===== src/rtl/dbg_pkg.sv =====
// Shared definitions for the debug-port arbiter.
//   DBG_CMD_W / DBG_W  : command and address/data widths
//   DBG_CMD_NOP        : command value meaning "no request"
//   DBG_TIMEOUT_DATA   : read data returned to a master whose transaction was aborted
//   dbg_arb_state_t    : arbiter FSM states
//   dbg_is_req()       : true when a command value is a request
package dbg_pkg;

  localparam int unsigned DBG_CMD_W = 8;
  localparam int unsigned DBG_W     = 32;

  localparam logic [DBG_CMD_W-1:0] DBG_CMD_NOP      = 8'h00;
  localparam logic [DBG_W-1:0]     DBG_TIMEOUT_DATA = 32'hDEAD_BEEF;

  typedef enum logic [1:0] {
    IDLE = 2'd0,
    BUSY = 2'd1,
    DONE = 2'd2
  } dbg_arb_state_t;

  function automatic logic dbg_is_req(input logic [DBG_CMD_W-1:0] cmd);
    return (cmd != DBG_CMD_NOP);
  endfunction

endpackage


===== src/rtl/dbg_arbiter_rr_pick2.sv =====
// rr_pick2: combinational two-way round-robin selector.
//   req_i[1:0] : request vector (bit n = master n)
//   last_i     : index of the master granted most recently
//   gnt_o[1:0] : one-hot winner, 2'b00 when nobody requests
module rr_pick2 (
  input  logic [1:0] req_i,
  input  logic       last_i,
  output logic [1:0] gnt_o
);

  // Lone requester wins outright; on contention the master that was not last wins.
  always_comb begin
    gnt_o = 2'b00;
    case (req_i)
      2'b01:   gnt_o = 2'b01;
      2'b10:   gnt_o = 2'b10;
      2'b11:   gnt_o = last_i ? 2'b01 : 2'b10;
      default: gnt_o = 2'b00;
    endcase
  end

endmodule


===== src/rtl/dbg_arbiter.sv =====
// dbg_arbiter: shares the single core debug port between two debug masters
// (host pins = master 0, on-chip bridge = master 1), one transaction at a time,
// round-robin on contention. All outputs are registered.
//   sys_clk_i, po_rstn_i           : clock, asynchronous active-low reset
//   mX_cmd_i/addr_i/data_i         : master X request (cmd 8'h00 = NOP)
//   mX_data_o, mX_ready_o          : master X read data and one-cycle completion
//   dbg_cmd_o/addr_o/data_o        : registered request toward the core
//   dbg_data_i, dbg_ready_i        : core response
//   grant_o                        : one-hot owner, 2'b00 when idle
//   timeout_o                      : one-cycle pulse on an aborted transaction
// Optional feature: define DBG_ARB_TIMEOUT_EN to abort a transaction after
// TIMEOUT_CYCLES busy cycles without a core response.
module dbg_arbiter
  import dbg_pkg::*;
#(
  parameter int unsigned TIMEOUT_CYCLES = 1024
) (
  input  logic                 sys_clk_i,
  input  logic                 po_rstn_i,
  input  logic [DBG_CMD_W-1:0] m0_cmd_i,
  input  logic [DBG_W-1:0]     m0_addr_i,
  input  logic [DBG_W-1:0]     m0_data_i,
  output logic [DBG_W-1:0]     m0_data_o,
  output logic                 m0_ready_o,
  input  logic [DBG_CMD_W-1:0] m1_cmd_i,
  input  logic [DBG_W-1:0]     m1_addr_i,
  input  logic [DBG_W-1:0]     m1_data_i,
  output logic [DBG_W-1:0]     m1_data_o,
  output logic                 m1_ready_o,
  output logic [DBG_CMD_W-1:0] dbg_cmd_o,
  output logic [DBG_W-1:0]     dbg_addr_o,
  output logic [DBG_W-1:0]     dbg_data_o,
  input  logic [DBG_W-1:0]     dbg_data_i,
  input  logic                 dbg_ready_i,
  output logic [1:0]           grant_o,
  output logic                 timeout_o
);

  if (TIMEOUT_CYCLES < 2) begin : g_bad_timeout
    $error("dbg_arbiter: TIMEOUT_CYCLES must be at least 2");
  end

  dbg_arb_state_t       state_q, state_d;
  logic                 last_q, last_d;
  logic [1:0]           grant_q, grant_d;
  logic [DBG_CMD_W-1:0] cmd_q, cmd_d;
  logic [DBG_W-1:0]     addr_q, addr_d;
  logic [DBG_W-1:0]     wdata_q, wdata_d;
  logic [DBG_W-1:0]     m0_data_q, m0_data_d;
  logic [DBG_W-1:0]     m1_data_q, m1_data_d;
  logic                 m0_ready_q, m0_ready_d;
  logic                 m1_ready_q, m1_ready_d;
  logic                 timeout_q, timeout_d;

  logic [1:0]           pick_s;
  logic                 expired_s;
  logic                 done_s;
  logic [DBG_W-1:0]     resp_s;

  rr_pick2 u_pick (
    .req_i  ({dbg_is_req(m1_cmd_i), dbg_is_req(m0_cmd_i)}),
    .last_i (last_q),
    .gnt_o  (pick_s)
  );

`ifdef DBG_ARB_TIMEOUT_EN
  localparam int unsigned      CNT_W    = $clog2(TIMEOUT_CYCLES + 1);
  localparam logic [CNT_W-1:0] CNT_LAST = CNT_W'(TIMEOUT_CYCLES - 1);

  logic [CNT_W-1:0] busy_cnt_q, busy_cnt_d;

  // Busy counter: held at zero outside a transaction, counts each BUSY cycle.
  always_comb begin
    busy_cnt_d = busy_cnt_q;
    case (state_q)
      IDLE:    busy_cnt_d = {CNT_W{1'b0}};
      BUSY:    busy_cnt_d = busy_cnt_q + {{(CNT_W-1){1'b0}}, 1'b1};
      default: busy_cnt_d = busy_cnt_q;
    endcase
  end

  // Busy counter register.
  always_ff @(posedge sys_clk_i or negedge po_rstn_i) begin
    if (!po_rstn_i) begin
      busy_cnt_q <= {CNT_W{1'b0}};
    end else begin
      busy_cnt_q <= busy_cnt_d;
    end
  end

  // Counter shows the cycles already spent, so the last allowed BUSY cycle is CNT_LAST.
  assign expired_s = (state_q == BUSY) && (busy_cnt_q == CNT_LAST);
`else
  assign expired_s = 1'b0;
`endif

  // A real core response beats a simultaneous expiry.
  assign done_s = dbg_ready_i | expired_s;
  assign resp_s = dbg_ready_i ? dbg_data_i : DBG_TIMEOUT_DATA;

  // Next-state and output-register logic of the arbiter FSM.
  always_comb begin
    state_d    = state_q;
    last_d     = last_q;
    grant_d    = grant_q;
    cmd_d      = cmd_q;
    addr_d     = addr_q;
    wdata_d    = wdata_q;
    m0_data_d  = m0_data_q;
    m1_data_d  = m1_data_q;
    m0_ready_d = 1'b0;
    m1_ready_d = 1'b0;
    timeout_d  = 1'b0;
    case (state_q)
      IDLE: begin
        if (pick_s != 2'b00) begin
          grant_d = pick_s;
          last_d  = pick_s[1];
          cmd_d   = pick_s[1] ? m1_cmd_i  : m0_cmd_i;
          addr_d  = pick_s[1] ? m1_addr_i : m0_addr_i;
          wdata_d = pick_s[1] ? m1_data_i : m0_data_i;
          state_d = BUSY;
        end else begin
          state_d = IDLE;
        end
      end
      BUSY: begin
        if (done_s) begin
          if (grant_q[1]) begin
            m1_data_d = resp_s;
          end else begin
            m0_data_d = resp_s;
          end
          m0_ready_d = grant_q[0];
          m1_ready_d = grant_q[1];
          timeout_d  = ~dbg_ready_i;
          cmd_d      = DBG_CMD_NOP;
          state_d    = DONE;
        end else begin
          state_d = BUSY;
        end
      end
      DONE: begin
        grant_d = 2'b00;
        state_d = IDLE;
      end
      default: begin
        grant_d = 2'b00;
        cmd_d   = DBG_CMD_NOP;
        state_d = IDLE;
      end
    endcase
  end

  // State and output registers; pointer resets to master 1 so master 0 wins first.
  always_ff @(posedge sys_clk_i or negedge po_rstn_i) begin
    if (!po_rstn_i) begin
      state_q    <= IDLE;
      last_q     <= 1'b1;
      grant_q    <= 2'b00;
      cmd_q      <= DBG_CMD_NOP;
      addr_q     <= 32'h0000_0000;
      wdata_q    <= 32'h0000_0000;
      m0_data_q  <= 32'h0000_0000;
      m1_data_q  <= 32'h0000_0000;
      m0_ready_q <= 1'b0;
      m1_ready_q <= 1'b0;
      timeout_q  <= 1'b0;
    end else begin
      state_q    <= state_d;
      last_q     <= last_d;
      grant_q    <= grant_d;
      cmd_q      <= cmd_d;
      addr_q     <= addr_d;
      wdata_q    <= wdata_d;
      m0_data_q  <= m0_data_d;
      m1_data_q  <= m1_data_d;
      m0_ready_q <= m0_ready_d;
      m1_ready_q <= m1_ready_d;
      timeout_q  <= timeout_d;
    end
  end

  assign dbg_cmd_o  = cmd_q;
  assign dbg_addr_o = addr_q;
  assign dbg_data_o = wdata_q;
  assign m0_data_o  = m0_data_q;
  assign m1_data_o  = m1_data_q;
  assign m0_ready_o = m0_ready_q;
  assign m1_ready_o = m1_ready_q;
  assign grant_o    = grant_q;
  assign timeout_o  = timeout_q;

endmodule


===== config.mk =====
export PLATFORM = sky130hd
export DESIGN_NAME = dbg_arbiter
export DESIGN_NICKNAME = d
export VERILOG_FILES = /design/src/rtl/dbg_pkg.sv /design/src/rtl/dbg_arbiter_rr_pick2.sv /design/src/rtl/dbg_arbiter.sv
export SDC_FILE = /design/constraint.sdc
export NUM_CORES = 1
export LEC_CHECK = 0
export CAP_MARGIN = 0
export CORE_MARGIN = 2
export CORE_UTILIZATION = 40
export DETAILED_ROUTE_END_ITERATION = 8
export HOLD_SLACK_MARGIN = 0.08
export PLACE_DENSITY = 0.81
export SYNTH_ARGS = -nofsm -noshare
export SYNTH_HDL_FRONTEND = slang
export SYNTH_SLANG_ARGS = --single-unit

===== constraint.sdc =====
create_clock -name sys_clk_i -period 2.3 [get_ports sys_clk_i]
set_clock_uncertainty 0.15 [all_clocks]
set_input_delay 0.575 -clock sys_clk_i [delete_from_list [all_inputs] [get_ports sys_clk_i]]
set_output_delay 0.575 -clock sys_clk_i [all_outputs]
set_load 0.02 [all_outputs]

# Word level (Yosys, flattened, before mapping)

Cells that the tools add are included.

Register bits: 144
Input bits: 179
Word-level logic and storage cells: 50
Output and inout port bits: 141

Equality and inequality tests: 7
Mux-type cells: 19
Bitwise operators: 4
Reduce and logical (&&, ||, !) cells: 9

Operator list:

| kind                                                                  | count |
|---|---|
| 32-bit two-way mux                                                    | 2 |
| 8-bit two-way mux                                                     | 3 |
| 8-bit one-hot mux with 3 select lines                                 | 1 |
| 8-bit nonzero test                                                    | 2 |
| 3-bit AND reduction                                                   | 3 |
| 2-bit one-hot mux with 2 select lines                                 | 2 |
| 1-bit two-way mux                                                     | 7 |
| 2-bit equality test, second input constant                            | 3 |
| 2-bit two-way mux                                                     | 3 |
| 2-bit one-hot mux with 3 select lines                                 | 1 |
| 2-bit by 1-bit equality test with 1-bit output, second input constant | 2 |
| 2-bit inequality test, second input constant                          | 2 |
| 1-bit inverter                                                        | 4 |
| 2-bit AND reduction                                                   | 2 |
| 2-bit zero test                                                       | 1 |
| 2-bit nonzero test                                                    | 1 |

# Logic depth before layout (Yosys ltp)

Gate-level depths: netlist of the first run.

Depth after elaboration: 6
Mapped depth: 6
Mapped depth without buffers: 4

# Cells and area by module

From an unflattened synthesis of the first run, not the netlist that was laid out.

Cells, all modules: 413
Area, all modules: 6421.2 µm²

Modules (own cells, without submodules):

| module      | cells an instance | seq. area each (µm²) | instances | area each (µm²) |
|---|---|---|---|---|
| dbg_arbiter | 410               | 3579.7               | 1         | 6402.4 |
| rr_pick2    | 3                 | 0.0                  | 1         | 18.8 |

# Least setup slack after synthesis of the first run

OpenSTA, ideal clock, no wires.

Path type: input-to-reg
Start point: input port m0_cmd_i[4]
End point: register wdata_q[17], in the netlist dbg_data_o[17]
Path slack: 0.426 ns
Data required time: 2.009 ns
Path buffers: 2
Setup time: 0.141 ns
Stages: 6
Arrival: 1.583 ns
Cell sequence: nor4_4 -> a21boi_1 -> buf_2 -> buf_1 -> o21ai_1 -> a31oi_1

Longest elaborated chain between the ends: 5
Elaborated cells on any way between the ends: 8
Classes of those cells: 3 x eq/ne; 2 x mux; 3 x reduce/logical

Ends and longest elaborated chain:

| element                                                                                      | line                       | text |
|---|---|---|
| from (decl)                                                                                  | dbg_arbiter.sv:20          | `input logic [DBG_CMD_W-1:0] m0_cmd_i,` |
| 8-bit nonzero test *                                                                         | dbg_pkg.sv:22              | `return (cmd != DBG_CMD_NOP);` |
| 2-bit equality test / 2-bit by 1-bit equality test with 1-bit output (equally long branches) | dbg_arbiter_rr_pick2.sv:14 | `case (req_i)` |
| 2-bit one-hot mux with 3 select lines *                                                      | dbg_arbiter_rr_pick2.sv:14 |  |
| 2-bit nonzero test                                                                           | dbg_arbiter.sv:116         | `if (pick_s != 2'b00) begin` |
| 2-bit AND reduction (no line)                                                                | n/a                        |  |
| to (signal assigned)                                                                         | dbg_arbiter.sv:175         | `wdata_q <= wdata_d;` |
| to (decl)                                                                                    | dbg_arbiter.sv:48          | `logic [DBG_W-1:0] wdata_q, wdata_d;` |

Every way passes the cells marked *; elsewhere a longest branch is shown, timed or not.
A chain may end at the register's enable or synchronous reset.

# Worst setup path after layout of the first run

Start point: input port m0_cmd_i[4]
End point: register addr_q[28], in the netlist dbg_addr_o[28]

Longest elaborated chain between the ends: 5
Elaborated cells on any way between the ends: 8
Classes of those cells: 3 x eq/ne; 2 x mux; 3 x reduce/logical

Ends and longest elaborated chain:

| element                                                                                      | line                       | text |
|---|---|---|
| 8-bit nonzero test *                                                                         | dbg_pkg.sv:22              |  |
| 2-bit equality test / 2-bit by 1-bit equality test with 1-bit output (equally long branches) | dbg_arbiter_rr_pick2.sv:14 |  |
| 2-bit one-hot mux with 3 select lines *                                                      | dbg_arbiter_rr_pick2.sv:14 |  |
| 2-bit nonzero test                                                                           | dbg_arbiter.sv:116         |  |
| 2-bit AND reduction (no line)                                                                | n/a                        |  |
| to (signal assigned)                                                                         | dbg_arbiter.sv:174         | `addr_q <= addr_d;` |
| to (decl)                                                                                    | dbg_arbiter.sv:47          | `logic [DBG_W-1:0] addr_q, addr_d;` |

Marked as above.

==> results.json, run 1 <==
{
  "ys_async_sr_fraction_pct": 100.0,
  "cts-root-buf": "clkbuf_16",
  "synth-compound-area-share_pct": 14.91,
  "drc_errors": 0,
  "insertion_delay_ps": 410,
  "grt_pass1_wl_um": 30740,
  "hold_path.class": "register to register",
  "syn_inst": 561,
  "hpwl_um": 14730,
  "reg2regPathDepth": 5,
  "core_area_sq_um": 15260,
  "h-tree-depth": 4,
  "synth.area.mux_share_pct": 11.51,
  "cts_tree": "yes",
  "irDropWorstVdd_uv": 832.3,
  "ys.warnings.count": 0,
  "grt_pass1_vias": 5641,
  "die_y_um": 129.1,
  "syn_area_per_cell_sq_um": 11.16,
  "powerDensity_nw_per_um2": 1449,
  "synth-xor-area-share_pct": 0,
  "layout_setup_ws_ps": 126.1,
  "crit_fanout": 27,
  "dp.cells": 1076,
  "synth_top_area_share_pct": 56.74,
  "cts_sinks": 143,
  "ys_seq_elements": 143,
  "place_ws_ps": -313.3,
  "path_buf_inv": 3,
  "areaGrowthSynthToFinish_pct": 68.27,
  "postRouteAntennaNets": 0,
  "final_cell_count_no_fill": 1109,
  "period_minus_slack_ps": 2174,
  "nNetsFinal": 1065,
  "period_share_pct": 94.52,
  "power.total_w": 0.01527,
  "grt_max_degree": 55,
  "syn_nets": 740,
  "worst_pin_slew_ps": 528.0,
  "cap_viol_max_count": 0,
  "die-area_sq_um": 16670,
  "io_pins": 320,
  "fin_setup_tns_ps": 0,
  "synth_area_sq_um": 6262,
  "slowest_stage": "clkdlybuf4s50_1",
  "critPathCaptureType": "register",
  "yosys.area_share.adder_pct": 0,
  "status": "finished, final reports clean",
  "cts_buffers": 17,
  "rsz0062_at_grt": "no",
  "cts_buffer_depth": 2,
  "final_core_util_pct": 69.06,
  "crit_cells": 7,
  "track_usage_pct": 23.87,
  "diodes": 0,
  "critical_path.top_delay_family": "buffers and inverters",
  "firstDrtPassIters": 5,
  "hold_viol_final": 0,
  "synth_top_area_cell": "dfrtp_1",
  "synth_top_family_by_area": "compound AO/OA/AOI/OAI gates",
  "leakagePower_nw": 4.240,
  "slowest_delay_ps": 460,
  "setup_viol": 0,
  "slew_viol_final": 0,
  "synth_seq_area_share_pct": 57.16,
  "slew_headroom_pct": 64.80,
  "place_congestion": 0.8209,
  "drive_gt1_share_pct": 15.14,
  "ys_types": 33,
  "die_x_um": 129.1,
  "required_ps": 2410,
  "post_cts_resized": 0,
  "crit_type": "primary input to register",
  "crit_arrival_ps": 2280,
  "row_count": 45,
  "drtIter0Drc": 298,
  "worstHoldPathCells": 1,
  "avgViaCountPerCell": 5.242,
  "startpoint_type": "primary input",
  "synth_flop_cell": "dfrtp_1",
  "avgRoutedWirePerCell_um": 18.29,
  "synth.area.top_cells": "dfrtp_1 57%, mux2_2 9.9%, a31oi_1 6.4%",
  "synth_edf_count": 0,
  "antenna_found_initial": 0,
  "numPortBuffers": 318,
  "routed_wl_um": 20290,
  "start_util_pct": 41.04,
  "clkTransAtPathRegs_ps": 60,
  "vias": 5813,
  "synth-simple-area-share_pct": 11.55,
  "grt_overflow": 0,
  "fmax_ghz": 0.4600,
  "crit_path_cell_trace": "clkdlybuf4s50_1, nor4_4, buf_4, a21boi_4, buf_12, o21ai_0, a31oi_1"
}
-- registers in the layout, summed over array words and instances (netlist names) --
signal / cells
m0_ready_o: 1
dbg_data_o: 32
state_q: 2
last_q: 1
dbg_addr_o: 32
dbg_cmd_o: 8
grant_o: 2
m1_ready_o: 1
m0_data_o: 32
m1_data_o: 32
-- repair_timing --
| action | 4_1_cts | 5_1_grt |
|---|---|---|
| hold buffers | 1 | 0 |
| endpoints found under the hold margin | 35 | 0 |
| buffers inserted | 0 | 1 |
| setup endpoints to repair | 0 | 1 |
-- synthesized netlist by cell type (9+ instances only) --
master      n
a31oi_1    64
buf_2      19
buf_4      14
clkbuf_1   14
dfrtp_1   142
mux2_1      9
mux2_2     55
nand3_1    64
nor2_1     66
o21ai_0    36
o21ai_1    29
-- layer usage --
layer  global-route usage [%]  wire, um
met1                    28.30      7724
met2                    40.59     10150
met3                    8.712      1986
met4                    7.481       426
met5                        0         0
-- logic make-up after synthesis --
group / Yosys count
muxes: 64
DFF: 143
AOI/OAI and AO/OA: 154
and+or+nand+nor: 145
other: 1
buffers and inverters: 54
-- where the power goes --
part	switching [W]	total (W)	internal, W	leakage (nW)
Combinational	0.00410	0.00810	0.00401	2.29
Clock	0.00107	0.00270	0.00163	0.281
Sequential	0.000671	0.00447	0.00380	1.67
Total	0.00584	0.0153	0.00944	4.24
-- cells in the final DEF, fill, tap and decap left out, types with 3 or more instances in the layout --
cell / netlist / final
a31oi_1: 64 / 64
dfrtp_1: 142 / 142
mux2_2: 55 / 55
nor4_4: 4 / 4
clkinv_4: 0 / 3
o21ai_0: 36 / 36
nand3_1: 64 / 64
mux2_1: 9 / 9
a22oi_1: 8 / 8
buf_12: 0 / 17
clkdlybuf4s50_1: 0 / 317
o21ai_1: 29 / 29
nor2_1: 66 / 66
clkbuf_16: 0 / 17
clkinv_2: 0 / 3
o2bb2ai_1: 8 / 8
buf_4: 14 / 22
-- metrics by stage --
stage	hold WS, ps	instance area, sq um
CTS	337.4	10530
global placement	317.5	9941
detailed placement	323.0	9941
floorplan	129.4	6262
global route	353.4	10540
finish	330.9	10540
-- cell type report --
class                           count  area, sq um
Tap cell                          211        264.0
Sequential cell                   143         3580
Fill cell                        1140         4721
Clock buffer                       19        442.9
Multi-Input combinational cell    364         2407
Clock inverter                     12        136.4
Timing Repair Buffer              358         3700
Inverter                            2        7.507
-- worst paths after layout --
check	start	endpoint	slack (ps)
min reg2reg	m0_data_o[11]	m0_data_o[11]	330
max	m0_cmd_i[4]	dbg_addr_o[28]	130
max in group asynchronous	po_rstn_i	m1_data_o[27]	930
max reg2reg	state_q[1]	dbg_addr_o[29]	350
min	m0_data_o[11]	m0_data_o[11]	330
min in group asynchronous	po_rstn_i	dbg_cmd_o[7]	510
(Power assumes the default switching activity.)
==> inputs of run 2 (changes only) <==
--- a/config.mk
+++ b/config.mk
@@ -9,7 +9,6 @@
 export CORE_MARGIN = 2
 export CORE_UTILIZATION = 40
 export DETAILED_ROUTE_END_ITERATION = 8
-export HOLD_SLACK_MARGIN = 0.08
 export PLACE_DENSITY = 0.81
 export SYNTH_ARGS = -nofsm -noshare
 export SYNTH_HDL_FRONTEND = slang
==> results of run 2 <==
The final DEF is identical to that of run 1; final timing and power are the same.
==> inputs of run 3 (changes only) <==
--- a/config.mk
+++ b/config.mk
@@ -10,6 +10,8 @@
 export CORE_UTILIZATION = 40
 export DETAILED_ROUTE_END_ITERATION = 8
 export PLACE_DENSITY = 0.81
+export SETUP_SLACK_MARGIN = 0.4
 export SYNTH_ARGS = -nofsm -noshare
 export SYNTH_HDL_FRONTEND = slang
 export SYNTH_SLANG_ARGS = --single-unit
+export TNS_END_PERCENT = 5
==> run 3 against run 2 <==
Effect of this change:
- clock power about the same
- non-clock buffer count increased by 16
- critical path type is now register to output port
- combinational power increased by 6.8%
- highest routed layer unchanged
==> results.json, run 3 (same netlist as run 1, synthesis figures left out) <==
{
  "status": "finished, final reports clean",
  "r2r_setup_slack_ps": 310,
  "cts-root-buf": "clkbuf_16",
  "row_count": 45,
  "vias": 5949,
  "die_x_um": 129.1,
  "avgViaCountPerCell": 5.288,
  "critPathCaptureType": "output port",
  "period_share_pct": 92.40,
  "hold_path.class": "register to register",
  "grt_max_degree": 42,
  "nNetsFinal": 1081,
  "powerDensity_nw_per_um2": 1462,
  "die_y_um": 129.1,
  "routed_wl_um": 21590,
  "clkTransAtPathRegs_ps": 60,
  "crit_type": "register to output port",
  "fin_setup_tns_ps": 0,
  "power.share.sequential_pct": 28.3,
  "startpoint_type": "register",
  "slowest_delay_ps": 640,
  "grt_pass1_vias": 5814,
  "final_cell_mix": "282 x clkdlybuf4s50_1, 142 x dfrtp_1, 66 x nor2_1",
  "antenna_found_initial": 0,
  "irDropWorstVdd_uv": 681.8,
  "areaGrowthSynthToFinish_pct": 72.87,
  "cap_viol_max_count": 0,
  "diodes": 0,
  "power.switching_w": 0.006022,
  "firstDrtPassIters": 4,
  "fmax_ghz": 0.4705,
  "crit_arrival_ps": 1400,
  "hold_viol_final": 0,
  "cts_buffers": 17,
  "leakagePower_nw": 4.546,
  "drive_gt1_share_pct": 16.63,
  "start_util_pct": 41.04,
  "place_congestion": 0.8209,
  "grt_overflow": 0,
  "core_area_sq_um": 15260,
  "pwr-share-comb_pct": 54.6,
  "crit_path_cell_trace": "clkdlybuf4s50_1",
  "cts_sinks": 143,
  "path_buf_inv": 1,
  "swShare_pct": 38.05,
  "die-area_sq_um": 16670,
  "slew_viol_final": 0,
  "h-tree-depth": 4,
  "drc_errors": 0,
  "cts_buffer_depth": 2,
  "layout.cells.most_common": "clkdlybuf4s50_1",
  "p_clk_share_pct": 17.1,
  "critical_path.top_delay_family": "buffers and inverters",
  "avgRoutedWirePerCell_um": 19.19,
  "drtIter0Drc": 363,
  "insertion_delay_ps": 410,
  "setup_viol": 0,
  "numPortBuffers": 318,
  "fin_worst_hold_slack_ps": 330.6,
  "io_pins": 320,
  "rsz0062_at_grt": "yes",
  "crit_fanout": 2,
  "period_minus_slack_ps": 2125,
  "required_ps": 1570,
  "postRouteAntennaNets": 0,
  "slowest_stage": "clkdlybuf4s50_1",
  "track_usage_pct": 25.58,
  "grt_pass1_wl_um": 32630,
  "hpwl_um": 14730,
  "cts_tree": "yes",
  "p_int_w": 0.009806
}
-- run 3: final timing paths --
check / start / end / depth (start not counted)
max: dbg_data_o[10] / dbg_data_o[10] / 1
min: m0_data_o[11] / m0_data_o[11] / 1
max reg2reg: state_q[1] / dbg_data_o[26] / 6
min reg2reg: m0_data_o[11] / m0_data_o[11] / 1
max in group asynchronous: po_rstn_i / m1_data_o[27] / 3
min in group asynchronous: po_rstn_i / dbg_addr_o[10] / 2
-- run 3: power by group through the flow --
stage | registers [W] | clock network [W] | logic, W
2_1_floorplan | 0.00596 | 0 | 0.00267
3_3_place_gp | 0.00445 | 0 | 0.00798
3_5_place_dp | 0.00451 | 0 | 0.00813
4_1_cts | 0.00448 | 0.00275 | 0.00868
5_1_grt | 0.00462 | 0.00287 | 0.00919
6_report | 0.00448 | 0.00271 | 0.00865
-- run 3: cell type report --
| type | instances | area [sq um] |
|---|---|---|
| flip-flops and latches | 143 | 3580 |
| clock buffers | 19 | 442.9 |
| well taps | 211 | 264.0 |
| multi-input cells | 364 | 2415 |
| fillers | 1108 | 4433 |
| inverters | 2 | 7.507 |
| repair buffers | 374 | 3980 |
| clock inverters | 12 | 136.4 |
-- run 3: repair_timing --
| action | in CTS | in global routing |
|---|---|---|
| endpoints found under the setup margin | 224 | 245 |
| setup buffers | 12 | 0 |
| hold endpoints to repair | 35 | 0 |
| pin swaps | 7 | 0 |
| gates resized for setup | 36 | 12 |
| gates cloned | 5 | 0 |
| hold buffers | 1 | 0 |
-- run 3: metal layers --
layer	vias to the layer above	routed length [um]	GRT usage, %
met3	33	1866	8.423
met1	2889	8316	30.60
li1	2731	-	-
met2	296	10910	43.53
met5	-	0	0
met4	0	491	8.696
-- run 3: per-stage QoR --
stage / utilization [%] / area, sq um / std cells / worst slack (ps) / power, W
after floorplan: - / 6262 / 561 / 425.8 / 0.008633
after global placement: 65.15 / 9941 / 1076 / -223.6 / 0.01243
after detailed placement: 65.15 / 9941 / 1076 / -313.3 / 0.01263
after CTS: 70.75 / 10800 / 1125 / 146.6 / 0.01591
after global routing: 70.95 / 10830 / 1125 / 119.0 / 0.01668
final: 70.95 / 10830 / 1125 / 174.7 / 0.01583
==> variant 1 (config.mk and constraints of run 3) <==
The package constant `DBG_CMD_W` goes from 8 to 10.
--- a/src/rtl/dbg_pkg.sv
+++ b/src/rtl/dbg_pkg.sv
@@ -6,7 +6,7 @@
 //   dbg_is_req()       : true when a command value is a request
 package dbg_pkg;
 
-  localparam int unsigned DBG_CMD_W = 8;
+  localparam int unsigned DBG_CMD_W = 10;
   localparam int unsigned DBG_W     = 32;
 
   localparam logic [DBG_CMD_W-1:0] DBG_CMD_NOP      = 8'h00;
Ports: changed (resized dbg_cmd_o, m0_cmd_i and m1_cmd_i); port bits go from 320 to 326. No check against the original RTL was run, so the function may have changed too.
==> variant 1 against run 3 <==
Die area grew 3.4%; sequential cell count is 2 higher; area after synthesis grew 3.5%; clock power is 7% higher; final area up 2.6%; wire length is 3.7% lower; critical path depth is the same; total power grew 7.3%; worst setup slack got worse by 0.023 ns; sequential share of layout area down 0.39 points; maximum frequency fell by 1.1%; critical path type unchanged.
==> variant 1: results (changes against run 3) <==
[placed_design]
port_buffers=324  ; was 318
gp_congestion=0.824  ; was 0.821
place_worst_setup_slack_ns=-0.260  ; was -0.313 ns
place_hpwl_um=14700  ; about the same

[global_route]
antenna_found_initial=0  ; unchanged
grt_start_max_net_pins=56  ; was 42
grt_util_met3=0.0629  ; was 0.0842
grt_pass1_vias=5857  ; was 5814
gr-usage-all-layers=0.232  ; was 0.256
grt_pass1_wl_um=31400  ; was 32600 um
grt_use_met1=0.277  ; was 0.306
grt_use_met2=0.395  ; was 0.435

[power]
p_leak_nw=4.69  ; was 4.55 nW
irDropWorstVdd_mv=0.810  ; was 0.682 mV
design_power_total_w=0.0170  ; was 0.0158 W
power_leader=combinational logic  ; unchanged
clock_power_share=0.171  ; about the same
seqPwrFrac=0.271  ; was 0.283
switching_share=0.393  ; was 0.380

[critical_path]
crit_path_top_delay_cell=clkdlybuf4s50_1  ; unchanged
worst_ep_arrival_time_ns=1.42  ; was 1.40 ns
r2r_setup_slack_ns=0.47  ; was 0.31 ns
path_delay_family=buffers and inverters  ; unchanged
cp_slowest_stage_delay_ns=0.65

[logic_synthesis]
yosysSeqAreaShare=0.560  ; was 0.572
synth.area.top_cells=dfrtp_1 (56%), mux2_2 (11%), a21oi_2 (11%)  ; was dfrtp_1 (57%), mux2_2 (9.9%), a31oi_1 (6.4%)
synth_nets=745  ; was 740
ys_top_cells_by_count=dfrtp_1 (144), a21oi_2 (80), nor2_1 (70)  ; was dfrtp_1 (142), nor2_1 (66), a31oi_1 (64), nand3_1 (64), mux2_2 (55)
yosys_warnings=0  ; unchanged
postSynth.asyncResetShare=1.00  ; unchanged
synth.distinct_cells=34  ; was 33

[clock_tree]
cts_buffer_depth=2  ; unchanged
clock_latency_ns=0.41  ; about the same
clk_pin_slew_ns=0.06  ; about the same
cts_root_buf=clkbuf_16  ; unchanged
h-tree-depth=4  ; unchanged

[run]
cap_violations=0  ; unchanged

[final_layout]
nets=1098  ; was 1081
drive_gt1_frac=0.265  ; was 0.166
antenna_cells=0  ; unchanged

[detailed_routing]
num_vias=5769  ; was 5949
wl_per_cell_um=18.2  ; was 19.2 um
dr_wl_met2_um=10400  ; was 10900 um
drt_iter0_drc=279  ; was 363
met1_length_um=8290  ; was 8320 um
wl_met3_um=1510  ; was 1870 um
dr.pass1.iters=5  ; was 4

[sta]
period_minus_slack_ns=2.15  ; was 2.13 ns
hold_slack_ns=0.335  ; was 0.331 ns

[outcome]
status=finished clean  ; unchanged

[hold_path]
hold_path.class=register to register  ; unchanged

==> variant 1: through the flow <==
stage	setup TNS [ns]	cells	cell area (um2)
finish	0	1144	11100
global placement	-13.68	1095	10100
global route	0	1144	11100
CTS	0	1128	10800
floorplan	0	562	6530
detailed placement	-16.17	1095	10100
==> variant 1: area by class of cell <==
| class | count | area (um2) |
|---|---|---|
| Timing Repair Buffer | 374 | 3960 |
| Fill cell | 1149 | 4780 |
| Inverter | 3 | 11.3 |
| Multi-Input combinational cell | 374 | 2620 |
| Clock buffer | 19 | 443 |
| Sequential cell | 145 | 3630 |
| Clock inverter | 13 | 175 |
| Tap cell | 216 | 270 |
==> variant 1: final timing paths <==
check                                  to            from  depth (start not counted)
max                        dbg_addr_o[17]  dbg_addr_o[17]                          1
min                          dbg_cmd_o[6]    dbg_cmd_o[6]                          1
max reg2reg                 m1_data_o[21]      state_q[1]                          5
min reg2reg                  dbg_cmd_o[6]    dbg_cmd_o[6]                          1
max in group asynchronous          last_q       po_rstn_i                          3
min in group asynchronous      m1_ready_o       po_rstn_i                          2
==> variant 1: kinds of logic (layout without fill, tap and decap cells) <==
group / after synthesis / after routing / share of synthesized area
flops: 145 / 145 / 0.560
simple gates: 150 / 150 / 0.0984
buf+inv: 43 / 409 / 0.0461
compound gates: 159 / 159 / 0.184
mux: 64 / 64 / 0.111
other cells: 1 / 1 / 0.000578
==> variant 1: repair_timing <==
item | CTS | global route
setup endpoints to repair | 218 | 218
hold buffers | 1 | 0
cloned | 0 | 7
pin swaps | 0 | 10
buffers inserted | 0 | 9
resized for setup | 16 | 32
endpoints found under the hold margin | 45 | 0
==> variant 2 (settings of run 3) <==
Without the edit above. Encoding of `dbg_arb_state_t`: now one-hot (3 bits for 3 states).
--- a/src/rtl/dbg_pkg.sv
+++ b/src/rtl/dbg_pkg.sv
@@ -12,10 +12,10 @@
   localparam logic [DBG_CMD_W-1:0] DBG_CMD_NOP      = 8'h00;
   localparam logic [DBG_W-1:0]     DBG_TIMEOUT_DATA = 32'hDEAD_BEEF;
 
-  typedef enum logic [1:0] {
-    IDLE = 2'd0,
-    BUSY = 2'd1,
-    DONE = 2'd2
+  typedef enum logic [2:0] {
+    IDLE = 3'b001,
+    BUSY = 3'b010,
+    DONE = 3'b100
   } dbg_arb_state_t;
 
   function automatic logic dbg_is_req(input logic [DBG_CMD_W-1:0] cmd);
Behaviour: same outputs for any inputs over 4 cycles, from zero or initial values and one cycle with po_rstn_i low; so few cycles prove little.
==> variant 2 against run 3 <==
The run now ends with negative setup slack left; sequential cell count up 1; final area up 15%; via count up 12%; global-route usage up 4.9 points; area after synthesis increased by 2.9%; first-iteration DRC count grew 13%; worst setup slack got worse by 0.18 ns; wire length grew 30%; total power is 8.2% higher.
==> variant 2: results (changes against run 3) <==
[global_route]
grt_start_max_net_pins=48  ; was 42
grt_pass1_vias=6973  ; was 5814
grt_pass1_wl_um=39200  ; was 32600 um
antenna_found_initial=1  ; was 0
grt_use_met1=0.347  ; was 0.306
grt_use_met2=0.515  ; was 0.435

[power]
clock_net_power_w=0.00272  ; was 0.00271 W
p_switching_w=0.00683  ; was 0.00602 W
p_leak_nw=6.15  ; was 4.55 nW
switching_share=0.399  ; was 0.380
comb-power_w=0.00975  ; was 0.00865 W
irDropWorstVdd_mv=0.802  ; was 0.682 mV

[outcome]
violations=negative setup slack
status=finished, violations left  ; was finished clean

[detailed_routing]
wl_per_cell_um=25.0  ; was 19.2 um
wl_met3_um=2840  ; was 1870 um
num_vias=6659  ; was 5949
drt_iter0_drc=412  ; was 363
dr_wl_met2_um=14200  ; was 10900 um
totalWireLength_um=28000  ; was 21600 um
dr.pass1.iters=7  ; was 4
met1_length_um=10000  ; was 8320 um

[sta]
finalSetupTns_ns=-0.00713  ; was 0 ns
fin_ws_ns=-0.00554  ; was 0.175 ns
hold_slack_ns=0.329  ; was 0.331 ns
setup_violations=3  ; was 0

[critical_path]
regToRegEndpoint=dbg_data_o[18]  ; was dbg_data_o[26]
cp_slowest_stage_delay_ns=0.56  ; was 0.64 ns
crit_path_top_delay_cell=or4_4  ; was clkdlybuf4s50_1
r2r_setup_slack_ns=0.28  ; was 0.31 ns
worstPathMaxFanout=7  ; was 2
reg2reg_depth=5  ; was 6
path_delay_family=simple AND/OR/NAND/NOR gates  ; was buffers and inverters
rr_startpoint=state_q[2]  ; was state_q[1]

[logic_synthesis]
synth.area.top_cells=dfrtp_1 (55%), mux2_2 (11%), a2bb2oi_1 (8.7%)  ; was dfrtp_1 (57%), mux2_2 (9.9%), a31oi_1 (6.4%)
yosys_warnings=0  ; unchanged
synth_nets=700  ; was 740
yosysSeqAreaShare=0.559  ; was 0.572
synth_compound_area_frac=0.252  ; was 0.149
synth.distinct_cells=35  ; was 33
syn_area_per_cell_um2=12.4  ; was 11.2 um2

[hold_path]
hold_end=dbg_cmd_o[3]  ; was m0_data_o[11]
hold_depth=3  ; was 1
min_from=m1_cmd_i[3]  ; was m0_data_o[11]

[clock_tree]
cts_setup_buffers=28  ; was 12

[placed_design]
place_worst_setup_slack_ns=-0.585  ; was -0.313 ns
place_hpwl_um=15700  ; was 14700 um
placed_cells=1027  ; was 1076

[final_layout]
drive_gt1_frac=0.306  ; was 0.166

[variant 2: worst max-delay path by stage]
stage,startpoint,end,slack (ns),cells after the start
2_1_floorplan,m1_cmd_i[3],dbg_addr_o[21],0.05,6
3_3_place_gp,m1_cmd_i[3],dbg_addr_o[15],-0.51,6
3_5_place_dp,m1_cmd_i[3],dbg_data_o[1],-0.59,6
4_1_cts,grant_o[1],grant_o[1],0.04,1
5_1_grt,m0_cmd_i[5],dbg_data_o[18],-0.05,11
6_report,m0_cmd_i[5],dbg_addr_o[11],-0.006,10
[variant 2: layout make-up]
type,instances,area [um2]
Tap cell,216,270
Inverter,11,41.3
Sequential cell,144,3610
Timing Repair Buffer,406,4970
Antenna cell,1,2.50
Fill cell,873,3390
Clock inverter,14,139
Clock buffer,18,439
Multi-Input combinational cell,309,2980
[variant 2: kinds of logic after synthesis]
group / after synthesis
flip-flops: 144
AND/OR/NAND/NOR: 25
other: 1
AO/OA/AOI/OAI: 219
buffers and inverters: 68
multiplexers: 64
